### src/rtl/replay_phase_sequencer.sv
// Run controller: steps one task through its replay iterations, one edge phase then one vertex phase each.
// Every output is decoded from registered state, so no input reaches an output combinationally.
module replay_phase_sequencer #(
  parameter int NUM_EDGE_PE = 4,
  parameter int ITER_W      = 2,
  parameter int SETTLE_CYC  = 4,
  parameter int TIMEOUT     = 1024
) (
  input  logic                   clk,
  input  logic                   reset,
  input  logic                   start,
  input  logic [ITER_W-1:0]      num_iter,
  input  logic                   dispatch_empty,
  input  logic [NUM_EDGE_PE-1:0] pe_idle,
  input  logic                   edge_buffer_busy,
  input  logic                   rs_empty,
  input  logic                   vertex_done,
  output logic                   dispatch_en,
  output logic                   vertex_en,
  output logic [ITER_W-1:0]      cur_replay_iter,
  output logic                   iter_advance,
  output logic                   task_complete,
  output logic                   busy,
  output logic                   timeout_err,
  output logic [2:0]             phase
);

  typedef enum logic [2:0] {
    S_IDLE         = 3'd0,
    S_DISPATCH     = 3'd1,
    S_EDGE_DRAIN   = 3'd2,
    S_VERTEX       = 3'd3,
    S_VERTEX_DRAIN = 3'd4,
    S_NEXT_ITER    = 3'd5,
    S_DONE         = 3'd6
  } state_t;

  localparam int SETTLE_W = $clog2(SETTLE_CYC + 1);
  localparam int TMO_W    = $clog2(TIMEOUT + 1);
  localparam logic [SETTLE_W-1:0] SETTLE_LAST = SETTLE_W'(SETTLE_CYC - 1);
  localparam logic [SETTLE_W-1:0] SETTLE_ONE  = SETTLE_W'(1);
  localparam logic [TMO_W-1:0]    TMO_MAX     = TMO_W'(TIMEOUT);
  localparam logic [TMO_W-1:0]    TMO_HIT     = TMO_W'(TIMEOUT - 1);
  localparam logic [TMO_W-1:0]    TMO_ONE     = TMO_W'(1);
  localparam logic [ITER_W-1:0]   ITER_ONE    = ITER_W'(1);

  state_t              r_state;
  state_t              w_state_next;
  logic [SETTLE_W-1:0] r_settle;
  logic [TMO_W-1:0]    r_tmo;
  logic [ITER_W-1:0]   r_num_iter;
  logic [ITER_W-1:0]   r_cur_iter;
  logic                r_iter_advance;
  logic                r_timeout_err;

  logic w_edge_quiet;
  logic w_vertex_quiet;
  logic w_in_drain;
  logic w_quiet;
  logic w_settled;
  logic w_start_ok;
  logic w_last_iter;
  logic w_state_change;

  assign w_edge_quiet   = (&pe_idle) & ~edge_buffer_busy;
  assign w_vertex_quiet = rs_empty & vertex_done;
  assign w_in_drain     = (r_state == S_EDGE_DRAIN) || (r_state == S_VERTEX_DRAIN);
  assign w_quiet        = (r_state == S_EDGE_DRAIN) ? w_edge_quiet : w_vertex_quiet;
  assign w_settled      = w_quiet && (r_settle == SETTLE_LAST);
  assign w_start_ok     = start && ((r_state == S_IDLE) || (r_state == S_DONE));
  assign w_last_iter    = (r_cur_iter == r_num_iter);
  assign w_state_change = (w_state_next != r_state);

  always_ff @(posedge clk or negedge reset) begin
    if (!reset) begin
      r_state <= S_IDLE;
    end else begin
      r_state <= w_state_next;
    end
  end

  always_comb begin
    w_state_next    = r_state;
    dispatch_en     = 1'b0;
    vertex_en       = 1'b0;
    task_complete   = 1'b0;
    busy            = 1'b1;
    phase           = r_state;
    cur_replay_iter = r_cur_iter;
    iter_advance    = r_iter_advance;
    timeout_err     = r_timeout_err;
    case (r_state)
      S_IDLE: begin
        busy = 1'b0;
        if (start) w_state_next = S_DISPATCH;
      end
      S_DISPATCH: begin
        dispatch_en = 1'b1;
        if (dispatch_empty) w_state_next = S_EDGE_DRAIN;
      end
      S_EDGE_DRAIN: begin
        if (w_settled) w_state_next = S_VERTEX;
      end
      S_VERTEX: begin
        vertex_en    = 1'b1;
        w_state_next = S_VERTEX_DRAIN;
      end
      S_VERTEX_DRAIN: begin
        if (w_settled) w_state_next = S_NEXT_ITER;
      end
      S_NEXT_ITER: begin
        w_state_next = w_last_iter ? S_DONE : S_DISPATCH;
      end
      S_DONE: begin
        busy          = 1'b0;
        task_complete = 1'b1;
        if (start) w_state_next = S_DISPATCH;
      end
      default: begin
        busy         = 1'b0;
        w_state_next = S_IDLE;
      end
    endcase
  end

  // Settle and timeout counters both restart whenever the state changes.
  always_ff @(posedge clk or negedge reset) begin
    if (!reset) begin
      r_settle       <= '0;
      r_tmo          <= '0;
      r_num_iter     <= '0;
      r_cur_iter     <= '0;
      r_iter_advance <= 1'b0;
      r_timeout_err  <= 1'b0;
    end else begin
      r_iter_advance <= 1'b0;
      if (w_state_change) begin
        r_settle <= '0;
      end else if (w_in_drain) begin
        r_settle <= w_quiet ? (r_settle + SETTLE_ONE) : '0;
      end
      if (w_state_change) begin
        r_tmo <= '0;
      end else if (w_in_drain && (r_tmo != TMO_MAX)) begin
        r_tmo <= r_tmo + TMO_ONE;
        if (r_tmo == TMO_HIT) r_timeout_err <= 1'b1;
      end
      if (w_start_ok) begin
        r_num_iter    <= num_iter;
        r_cur_iter    <= '0;
        r_timeout_err <= 1'b0;
      end
      // The last-iteration check comes first, so the index never wraps.
      if ((r_state == S_NEXT_ITER) && !w_last_iter) begin
        r_cur_iter     <= r_cur_iter + ITER_ONE;
        r_iter_advance <= 1'b1;
      end
    end
  end

endmodule

### config.mk
export PLATFORM = sky130hd
export DESIGN_NAME = replay_phase_sequencer
export DESIGN_NICKNAME = d
export VERILOG_FILES = /design/src/rtl/replay_phase_sequencer.sv
export SDC_FILE = /design/constraint.sdc
export NUM_CORES = 1
export LEC_CHECK = 0
export ABC_CLOCK_PERIOD_IN_PS = 2000
export BUFFER_PORTS_ARGS = -buffer_cell sky130_fd_sc_hd__buf_2
export CORE_MARGIN = 2
export CORE_UTILIZATION = 40
export CTS_CLUSTER_SIZE = 24
export DETAILED_ROUTE_END_ITERATION = 16
export PLACE_DENSITY = 0.64
export SETUP_SLACK_MARGIN = 0.2
export SYNTH_ARGS = -nofsm -noshare
export SYNTH_HDL_FRONTEND = slang
export SYNTH_SLANG_ARGS = --single-unit
### constraint.sdc
create_clock -name clk -period 2 [get_ports clk]
set_clock_uncertainty 0.05 [all_clocks]
set_input_delay 0.2 -clock clk [delete_from_list [all_inputs] [get_ports clk]]
set_output_delay 0.2 -clock clk [all_outputs]
set_load 0.01 [all_outputs]
==> results of run 1 <==
worst max-delay path by stage:
stage                                   from                        endpoint  slack, ns  cells past startpoint
after floorplan           phase[1]$_DFF_PN0_  cur_replay_iter[1]$_DFFE_PN0P_       0.30                      5
after global placement    phase[1]$_DFF_PN0_  cur_replay_iter[1]$_DFFE_PN0P_       0.23                      5
after detailed placement  phase[1]$_DFF_PN0_            r_tmo[5]$_DFFE_PN0P_       0.17                      5
after CTS                 phase[1]$_DFF_PN0_  cur_replay_iter[1]$_DFFE_PN0P_       0.21                      5
after global routing      phase[1]$_DFF_PN0_  cur_replay_iter[1]$_DFFE_PN0P_       0.16                      5
final                     phase[1]$_DFF_PN0_  cur_replay_iter[0]$_DFFE_PN0P_       0.27                      6
Yosys cell counts (all sizes together), types with 2 or more instances:
master   n  area [um^2]
dfrtp   23          576
xnor2    9         78.8
o211ai   2         15.0
or3      5         31.3
o22ai    2         12.5
o31a     2         17.5
nor3     3         15.0
nor4     4         25.0
nand4    2         12.5
o21bai   2         15.0
nor2    12         45.0
mux2     4         45.0
nand3    3         15.0
nor4b    2         17.5
a21oi    9         48.8
clkbuf   3         11.3
and3     2         12.5
nand2    6         22.5
a31oi    3         18.8
buf      4         20.0
inv      7         26.3
nor2b    2         12.5
o21ai    6         30.0
ha       4         50.1
routing by layer:
layer	vias up	wire, um
li1	559	-
met1	513	1310
met2	17	1350
met3	7	73
met4	0	59
met5	-	0
registers in the layout, summed over array words and instances (netlist names):
register         count
timeout_err          1
r_settle             3
phase                3
cur_replay_iter      2
iter_advance         1
r_num_iter           2
r_tmo               11
per-stage QoR:
stage / cells / hold WS (ns)
global placement: 202 / 0.152
CTS: 207 / 0.0365
floorplan: 137 / -0.146
global route: 211 / 0.0231
detailed placement: 202 / 0.156
finish: 211 / 0.0489
cells by family after synthesis:
group                      synth area share, %
DFF                                       43.4
adders and majority gates                 3.77
and+or+nand+nor                           21.7
buffers and inverters                     4.34
muxes                                     4.15
xor gates and xnor gates                  6.60
AOI/OAI and AO/OA                         16.0
placed cells by master (no fill, tap or decap), drive strengths merged, types with 4 or more instances in the layout:
master,instances
o21ai,6
inv,7
nor2,12
mux2,4
xnor2,9
nand2,6
nor4,4
or3,5
a21oi,9
dfrtp,23
ha,4
buf,32
report_power, final:
part | total (W) | internal [W] | switching [W] | leakage (nW)
Sequential | 0.000620 | 0.000537 | 0.0000833 | 0.311
Clock | 0.000215 | 0.0000748 | 0.000140 | 0.0177
Combinational | 0.000818 | 0.000352 | 0.000466 | 0.364
Total | 0.00165 | 0.000964 | 0.000689 | 0.693
layout make-up:
cell class / count / share of cell area [%]
clock buffers: 3 / 1.41
clock inverters: 1 / 0.314
inverters: 7 / 1.65
multi-input cells: 100 / 44.9
flip-flops and latches: 23 / 36.2
well taps: 44 / 3.45
repair buffers: 33 / 12.1
repair_timing:
action,4_1_cts,5_1_grt
hold endpoints to repair,23,0
hold buffers,1,0
buffers inserted,0,4
pin swaps,0,2
gates resized for setup,2,2
endpoints found under the setup margin,15,7
critical path, delay by kind of cell, from the launching register on:
| kind | cells | cell delay [ns] |
|---|---|---|
| muxes | 1 | 0.26 |
| DFF | 1 | 0.43 |
| buffers and inverters | 2 | 0.34 |
| AOI/OAI and AO/OA | 1 | 0.26 |
| and+or+nand+nor | 2 | 0.29 |
==> run metrics, run 1 <==
Static Leak between 0.6 and 0.7 nW; startpoint type of the worst setup path register; FFs w/ async S/R, synth 100%; H-tree depth 1; clock root cell clkbuf_4; Final Routed Wirelength 2790 um; pin count of the biggest net entering global routing 24; RSZ-0062 raised after global routing true; gr usage total 17.1%; dpl ws 0.174 ns; part of the Yosys area used for sequential elements 43.4%; Critical R2R Capture cur_replay_iter[0]$_DFFE_PN0P_; grt met1 use 23.0%; Worst Setup End Kind register; Crit Reg-Reg Startpoint phase[1]$_DFF_PN0_; final period utilization 86.3%; Netlist cell types 42; multi-input logic area roughly 700 um^2; Sinks on Clock Net 23; core area 3100 um^2; row cnt 20; syn_area_per_cell 9.68 um^2; Mapped Cells 137; Crit Path Category register to register; routing usage on met3 3.36%; GRT met2 Usage a little over a quarter; Syn Nets about 150; clock-pin transition on the worst setup and hold timing paths 0.12 ns; min cycle time layout 1.73 ns; first-pass GRT wire length 4790 um; total grt overflow 0; design area 1590 um^2; Worst-Skew Late Latency 0.31 ns; Ys Warns 0; Pwr Total 0.00165 W; DR iter-0 viols 28; die height 61.6 um; top_reg_cell synth dfrtp_1; router iterations before antenna repair 4; Via density 5.19; setup_tns 0 ns; status complete, no violations; Die ar. 3790 um^2; max incr delay on CP about 0.43 ns; Bufs on Longest Clock Path 2; wire length per cell ~13 um; Initial Util between 40% and 50%; crit path max fanout 11; Port-buffer cells 23; vias in the first global route 1114; FMAX 580 MHz; r2r setup slk 0.27 ns; Crit path required time 2.16 ns; via count ~1100; # setup viols final 0; Remaining DRCs 0; cells on worst reg2reg path 6; Hold Vio Cnt, Final 0; Hold Path Cell Cnt 2; cell mode on critical path buf_4; GP Congestion 0.787; Yosys reg bits 23; crit-path cells buf_4 > nand2b_1 > a211oi_4 > buf_4 > nor2_1 > mux2_2; PD cells between 1000 and 1500 nW/um^2; mapped cell area between 1000 and 1500 um^2; layout cells sized above 1 26.3%; GRT busiest layer met2; Area Growth Syn to Fin 20.2%; worst-margin pin slew 0.517 ns; initial antenna violation count 0; VDD IR max 0.603 mV; Worst path slowest cell dfrtp_1; count of final max-slew check failures 0; number of fill cells in the layout 316; die extent in x 61.6 um; fin util 51.4%; CTS buffer count 3; CP Data Arrival Time between 1.5 and 2 ns; Hold Startpoint num_iter[0]; final net count 185; WHS Endpoint r_num_iter[0]$_DFFE_PN0P_; Slew HR 65.6%; HPWL Detailed 2000 um; worst setup margin 0.275 ns; Min-Delay Path Class input pin to register; Ports 24; placed inst area 1500 um^2; CTS tree built; ant diodes 0; number of max-cap violations 0; register area approximately 580 um^2; Final ANT Viol Nets 0; Post-synth EDFFs 0
Note: power is estimated with default switching activity, not from simulation.
==> run 2: changes to the inputs <==
--- a/config.mk
+++ b/config.mk
@@ -8,10 +8,10 @@
 export ABC_CLOCK_PERIOD_IN_PS = 2000
 export BUFFER_PORTS_ARGS = -buffer_cell sky130_fd_sc_hd__buf_2
 export CORE_MARGIN = 2
-export CORE_UTILIZATION = 40
+export CORE_UTILIZATION = 54
 export CTS_CLUSTER_SIZE = 24
 export DETAILED_ROUTE_END_ITERATION = 16
-export PLACE_DENSITY = 0.64
+export PLACE_DENSITY = 0.82
 export SETUP_SLACK_MARGIN = 0.2
 export SYNTH_ARGS = -nofsm -noshare
 export SYNTH_HDL_FRONTEND = slang
==> run metrics, run 2 (synthesis results as in run 1) <==
Crit Path Category register to register; row cnt 17 (-15%); Worst Setup End Kind register; setup_tns 0 ns (unchanged); core area 2280 um^2 (-27%); Final ANT Viol Nets 0 (unchanged); design area 1550 um^2 (-2.9%); number of max-cap violations 0 (unchanged); Bufs on Longest Clock Path 2 (unchanged); CP delay by family, top compound AO/OA/AOI/OAI gates; Static Leak 0.669 nW (-3.4%); CTS tree built; placed cells 186 (-7.9%); GP Congestion 0.815 (+3.5%); RSZ-0062 raised after global routing false; final net count 181 (-2.2%); status complete, no violations; HPWL Detailed 1960 um (-1.9%); Remaining DRCs 0 (unchanged); Setup crit start phase[1]$_DFF_PN0_; Port-buffer cells 23 (unchanged); clock-pin transition on the worst setup and hold timing paths 0.13 ns (about the same); router iterations before antenna repair 4 (unchanged); Crit path required time 2.14 ns (-0.02 ns); final period utilization 86.0% (-0.22 points); most frequent cells in the layout buf_2, dfrtp_1, nor2_1, xnor2_1, a21oi_1; Largest register FFs 11 (unchanged); die height 53.6 um (-13%); PD cells 1030 nW/um^2 (-0.51%); FMAX 581 MHz (+0.26%); Hold Vio Cnt, Final 0 (unchanged); gr usage total 23.3% (+6.2 points); CP Data Arrival Time 1.86 ns (-0.03 ns); die extent in x 53.6 um (-13%); Worst-Skew Late Latency 0.31 ns (about the same); crit-path cells buf_4 > and4b_1 > a221oi_2 > a21oi_4 > nor2_1; worst path buffer plus inverter count 1 (-1); layout cells sized above 1 25.2% (-1.2 points); ant diodes 0 (unchanged); Crit Reg-Reg Startpoint phase[1]$_DFF_PN0_; via count 1139 (+3.9%); VDD IR max 0.842 mV (+40%); min cycle time layout 1.72 ns (-0.00449 ns); vias in the first global route 1135 (+1.9%); Via density 5.96 (+15%); Min-Delay Path Class input pin to register; Worst path slowest cell dfrtp_1; Area Growth Syn to Fin 16.7%; # setup viols final 0 (unchanged); Biggest register r_tmo; CTS buffer count 3 (unchanged); first-pass GRT wire length 4880 um (+1.9%); DR iter-0 viols 29 (+3.6%); dpl ws 0.187 ns (+0.0135 ns); max incr delay on CP 0.43 ns (about the same); wire length per cell 15.0 um (+13%); startpoint type of the worst setup path register; count of final max-slew check failures 0 (unchanged); pin count of the biggest net entering global routing 24 (unchanged); fin util 68.0% (+17 points); Initial Util 58.3% (+16 points); Die ar. 2870 um^2 (-24%); H-tree depth 1 (unchanged); placed inst area 1480 um^2 (-1.3%); Slew HR 65.8% (+0.20 points); most common cell after layout, fill and taps aside buf_2; initial antenna violation count 0 (unchanged); Ports 24 (unchanged); worst setup margin 0.279 ns (+0.00449 ns); Sinks on Clock Net 23 (unchanged); Hold Startpoint num_iter[0]; total grt overflow 0 (unchanged); crit path max fanout 14 (+3); worst-margin pin slew 0.514 ns (-0.00299 ns); Final Routed Wirelength 2860 um (+2.4%); clock root cell clkbuf_4; Non-Filler Instances 191 (-9.5%)
## run 2: changes by cell type in the layout (fill, tap and decap cells not counted)
cell / before / now
nor4_1: 4 / 3
buf_4: 9 / 5
a211oi_2: 0 / 1
clkinv_2: 1 / 0
clkbuf_1: 0 / 1
a211oi_4: 1 / 0
nor4b_1: 2 / 1
nor4_2: 0 / 1
nor4b_2: 0 / 1
## run 2: layout make-up
class,instances,area (um^2)
Inverter,7,26.3
Multi-Input combinational cell,100,721
Tap cell,28,35.0
Clock buffer,4,26.3
Sequential cell,23,577
Fill cell,161,728
Timing Repair Buffer,29,163
## run 2: worst paths after layout
check,slack [ns],cells past startpoint,endpoint
max,0.28,5,r_tmo[6]$_DFFE_PN0P_
min reg2reg,0.48,1,cur_replay_iter[1]$_DFFE_PN0P_
min,0.05,2,r_num_iter[0]$_DFFE_PN0P_
min in group asynchronous,0.32,2,r_num_iter[1]$_DFFE_PN0P_
max in group asynchronous,1.21,2,phase[0]$_DFF_PN0_
max reg2reg,0.28,5,r_tmo[6]$_DFFE_PN0P_
## run 2: where the power goes
group          switching [W]  internal (W)  total (W)
Clock               0.000136     0.0000778   0.000214
Combinational       0.000442      0.000308   0.000750
Sequential         0.0000964      0.000537   0.000633
## run 2: stage by stage
stage | total power, W | hold WS, ns
after CTS | 0.00158 | 0.0457
after floorplan | 0.00112 | -0.146
final | 0.00160 | 0.0501
after detailed placement | 0.00135 | 0.146
after global placement | 0.00131 | 0.140
after global routing | 0.00171 | 0.0378
## run 2: repair_timing
action,in CTS,in global routing
hold buffers,1,0
setup buffers,0,0
gates resized for setup,2,3
setup endpoints to repair,15,20
hold endpoints to repair,23,0
pin swaps,0,1
## run 2: worst reg2reg max path, cell delays in order, from the launching register on
cell and delay (ns):
dfrtp_1 0.43, buf_4 0.19, and4b_1 0.34, a221oi_2 0.11, a21oi_4 0.38, nor2_1 0.10
## run 2: per-layer routing
layer	global-route usage [%]	share of wire (%)	vias up
li1	-	-	546
met1	29.2	45	554
met2	40.5	50	35
met3	2.22	3.8	4
met4	10.7	0.87	0
met5	0	0	-
==> run 3: changes to the inputs <==
--- a/config.mk
+++ b/config.mk
@@ -5,13 +5,13 @@
 export SDC_FILE = /design/constraint.sdc
 export NUM_CORES = 1
 export LEC_CHECK = 0
-export ABC_CLOCK_PERIOD_IN_PS = 2000
+export ABC_CLOCK_PERIOD_IN_PS = 2100
 export BUFFER_PORTS_ARGS = -buffer_cell sky130_fd_sc_hd__buf_2
 export CORE_MARGIN = 2
-export CORE_UTILIZATION = 54
+export CORE_UTILIZATION = 55
 export CTS_CLUSTER_SIZE = 24
 export DETAILED_ROUTE_END_ITERATION = 16
-export PLACE_DENSITY = 0.82
+export PLACE_DENSITY = 0.83
 export SETUP_SLACK_MARGIN = 0.2
 export SYNTH_ARGS = -nofsm -noshare
 export SYNTH_HDL_FRONTEND = slang
==> constraint.sdc (replaced) <==
create_clock -name clk -period 2.1 [get_ports clk]
set_clock_uncertainty 0.05 [all_clocks]
set_input_delay 0.21 -clock clk [delete_from_list [all_inputs] [get_ports clk]]
set_output_delay 0.21 -clock clk [all_outputs]
set_load 0.01 [all_outputs]
==> run metrics, run 3 (synthesis results as in run 1) <==
Crit path required time 2.28 ns (+0.14 ns); ant diodes 0 (unchanged); Initial Util 58.8% (+0.55 points); CTS buffer count 3 (unchanged); placed inst area 1480 um^2 (-0.51%); Critical R2R Capture cur_replay_iter[1]$_DFFE_PN0P_; HPWL Detailed 1990 um (+1.9%); Worst Setup End Kind register; Min-Delay Path Class input pin to register; clock root cell clkbuf_4; crit path capture cur_replay_iter[1]$_DFFE_PN0P_; initial antenna violation count 0 (unchanged); Largest register FFs 11 (unchanged); clock-pin transition on the worst setup and hold timing paths 0.11 ns (-0.02 ns); DR iter-0 viols 51 (+76%); router iterations before antenna repair 4 (unchanged); Bufs on Longest Clock Path 2 (unchanged); combinational share of power 47.6% (+0.7 points); Hold Path Cell Cnt 2 (unchanged); # setup viols final 0 (unchanged); placed cells 185 (-0.54%); multi-input logic area 701 um^2 (-2.8%); count of final max-slew check failures 0 (unchanged); r2r setup slk 0.27 ns (about the same); Area Growth Syn to Fin 14.5%; Static Leak 0.660 nW (-1.3%); wire length per cell 14.5 um (-3.5%); core area 2250 um^2 (-0.93%); die extent in x 53.1 um (-0.85%); total grt overflow 0 (unchanged); status complete, no violations; Crit Reg-Reg Startpoint phase[1]$_DFF_PN0_; Biggest register r_tmo; Hold Vio Cnt, Final 0 (unchanged); GP Congestion 0.778 (-4.6%); H-tree depth 1 (unchanged); Final ANT Viol Nets 0 (unchanged); final net count 180 (-0.55%); Pint 0.000860 W (-6.7%); Crit Path Category register to register; power share of the clock group 13.0% (-0.4 points); gr usage total 21.3% (-2.0 points); Worst-Skew Late Latency 0.30 ns (about the same); Reg power frac 39.3% (-0.4 points); number of max-cap violations 0 (unchanged); post-CTS setup repair buffer count 0 (unchanged); Ports 24 (unchanged); most frequent cells in the layout dfrtp_1, buf_2, nor2_1, xnor2_1, a21oi_1; Die ar. 2820 um^2 (-1.7%); setup_tns 0 ns (unchanged); pin count of the biggest net entering global routing 24 (unchanged); FMAX 545 MHz (-6.1%); number of fill cells in the layout 177 (+9.9%); vias in the first global route 1005 (-11%); layout cells sized above 1 22.2% (-2.9 points); Slew HR 60.5% (-5.3 points); Via density 5.78 (-3.1%); Non-Filler Instances 190 (-0.52%); Sinks on Clock Net 23 (unchanged); via count 1098 (-3.6%); Port-buffer cells 23 (unchanged); startpoint type of the worst setup path register; design area 1520 um^2 (-1.9%); Setup crit start phase[1]$_DFF_PN0_; PD cells 982 nW/um^2 (-4.9%); switching share of total power 42.3% (about the same); Final Routed Wirelength 2750 um (-4.0%); net switching power figure 0.000631 W (-6.6%); min cycle time layout 1.83 ns (+0.113 ns); crit path max fanout 11 (-3); first-pass GRT wire length 4380 um (-10%); Remaining DRCs 0 (unchanged); cells on worst reg2reg path 5 (unchanged); CP Data Arrival Time 2.02 ns (+0.16 ns); row cnt 17 (unchanged); VDD IR max 0.946 mV (+12%); CTS tree built; final period utilization 87.3% (+1.3 points); RSZ-0062 raised after global routing false; register area 576 um^2 (-0.22%); die height 53.1 um (-0.85%); worst-margin pin slew 0.593 ns (+0.0790 ns)
[run 3: cell count changes in the layout (fill, tap and decap cells not counted), sizes merged]
cell,change
buf,-1
[run 3: worst max-delay path: stages, from the launching register on]
cell,delay [ns]
dfrtp_1,0.41
buf_4,0.17
nand2b_1,0.26
a211oi_4,0.38
mux2_2,0.37
mux2i_1,0.12
[run 3: how the worst min path moves through the flow]
| stage | end | from | slack (ns) |
|---|---|---|---|
| 4_1_cts | r_num_iter[0]$_DFFE_PN0P_ | num_iter[0] | 0.06 |
| 3_3_place_gp | r_tmo[2]$_DFFE_PN0P_ | reset | 0.15 |
| 6_report | r_num_iter[0]$_DFFE_PN0P_ | num_iter[0] | 0.07 |
| 3_5_place_dp | r_tmo[5]$_DFFE_PN0P_ | reset | 0.16 |
| 2_1_floorplan | cur_replay_iter[0]$_DFFE_PN0P_ | reset | -0.14 |
| 5_1_grt | r_num_iter[1]$_DFFE_PN0P_ | num_iter[1] | 0.06 |
[run 3: metal layers]
metal	up-vias	track usage (%)	wire, um
met4	0	6.41	12
li1	549	-	-
met1	513	30.8	1220
met5	-	0	0
met2	34	34.2	1380
met3	2	1.69	137
[run 3: final cells by class]
| class | count | share of cell area [%] |
|---|---|---|
| inverters | 7 | 1.73 |
| well taps | 28 | 2.31 |
| clock buffers | 4 | 1.73 |
| multi-input cells | 100 | 46.1 |
| flip-flops and latches | 23 | 37.9 |
| repair buffers | 28 | 10.2 |
[run 3: repair_timing]
action,in CTS,in global routing
hold buffers,1,0
setup endpoints to repair,0,1
resized for setup,0,1
endpoints found under the hold margin,23,0
[run 3: power by group through the flow]
| stage | sequential [W] | combinational [W] | clock [W] |
|---|---|---|---|
| 2_1_floorplan | 0.000585 | 0.000485 | 0 |
| 3_3_place_gp | 0.000590 | 0.000664 | 0 |
| 3_5_place_dp | 0.000596 | 0.000681 | 0 |
| 4_1_cts | 0.000586 | 0.000685 | 0.000203 |
| 5_1_grt | 0.000595 | 0.000788 | 0.000223 |
| 6_report | 0.000587 | 0.000710 | 0.000194 |
[run 3: through the flow]
step           total power (W)  hold slack (ns)  worst slack, ns  util, %
3_5_place_dp           0.00128            0.159            0.307     65.4
5_1_grt                0.00161           0.0633            0.165     67.4
2_1_floorplan          0.00107           -0.136            0.401        -
3_3_place_gp           0.00125            0.154            0.377     65.4
4_1_cts                0.00147           0.0598            0.285     67.0
6_report               0.00149           0.0679            0.267     67.4
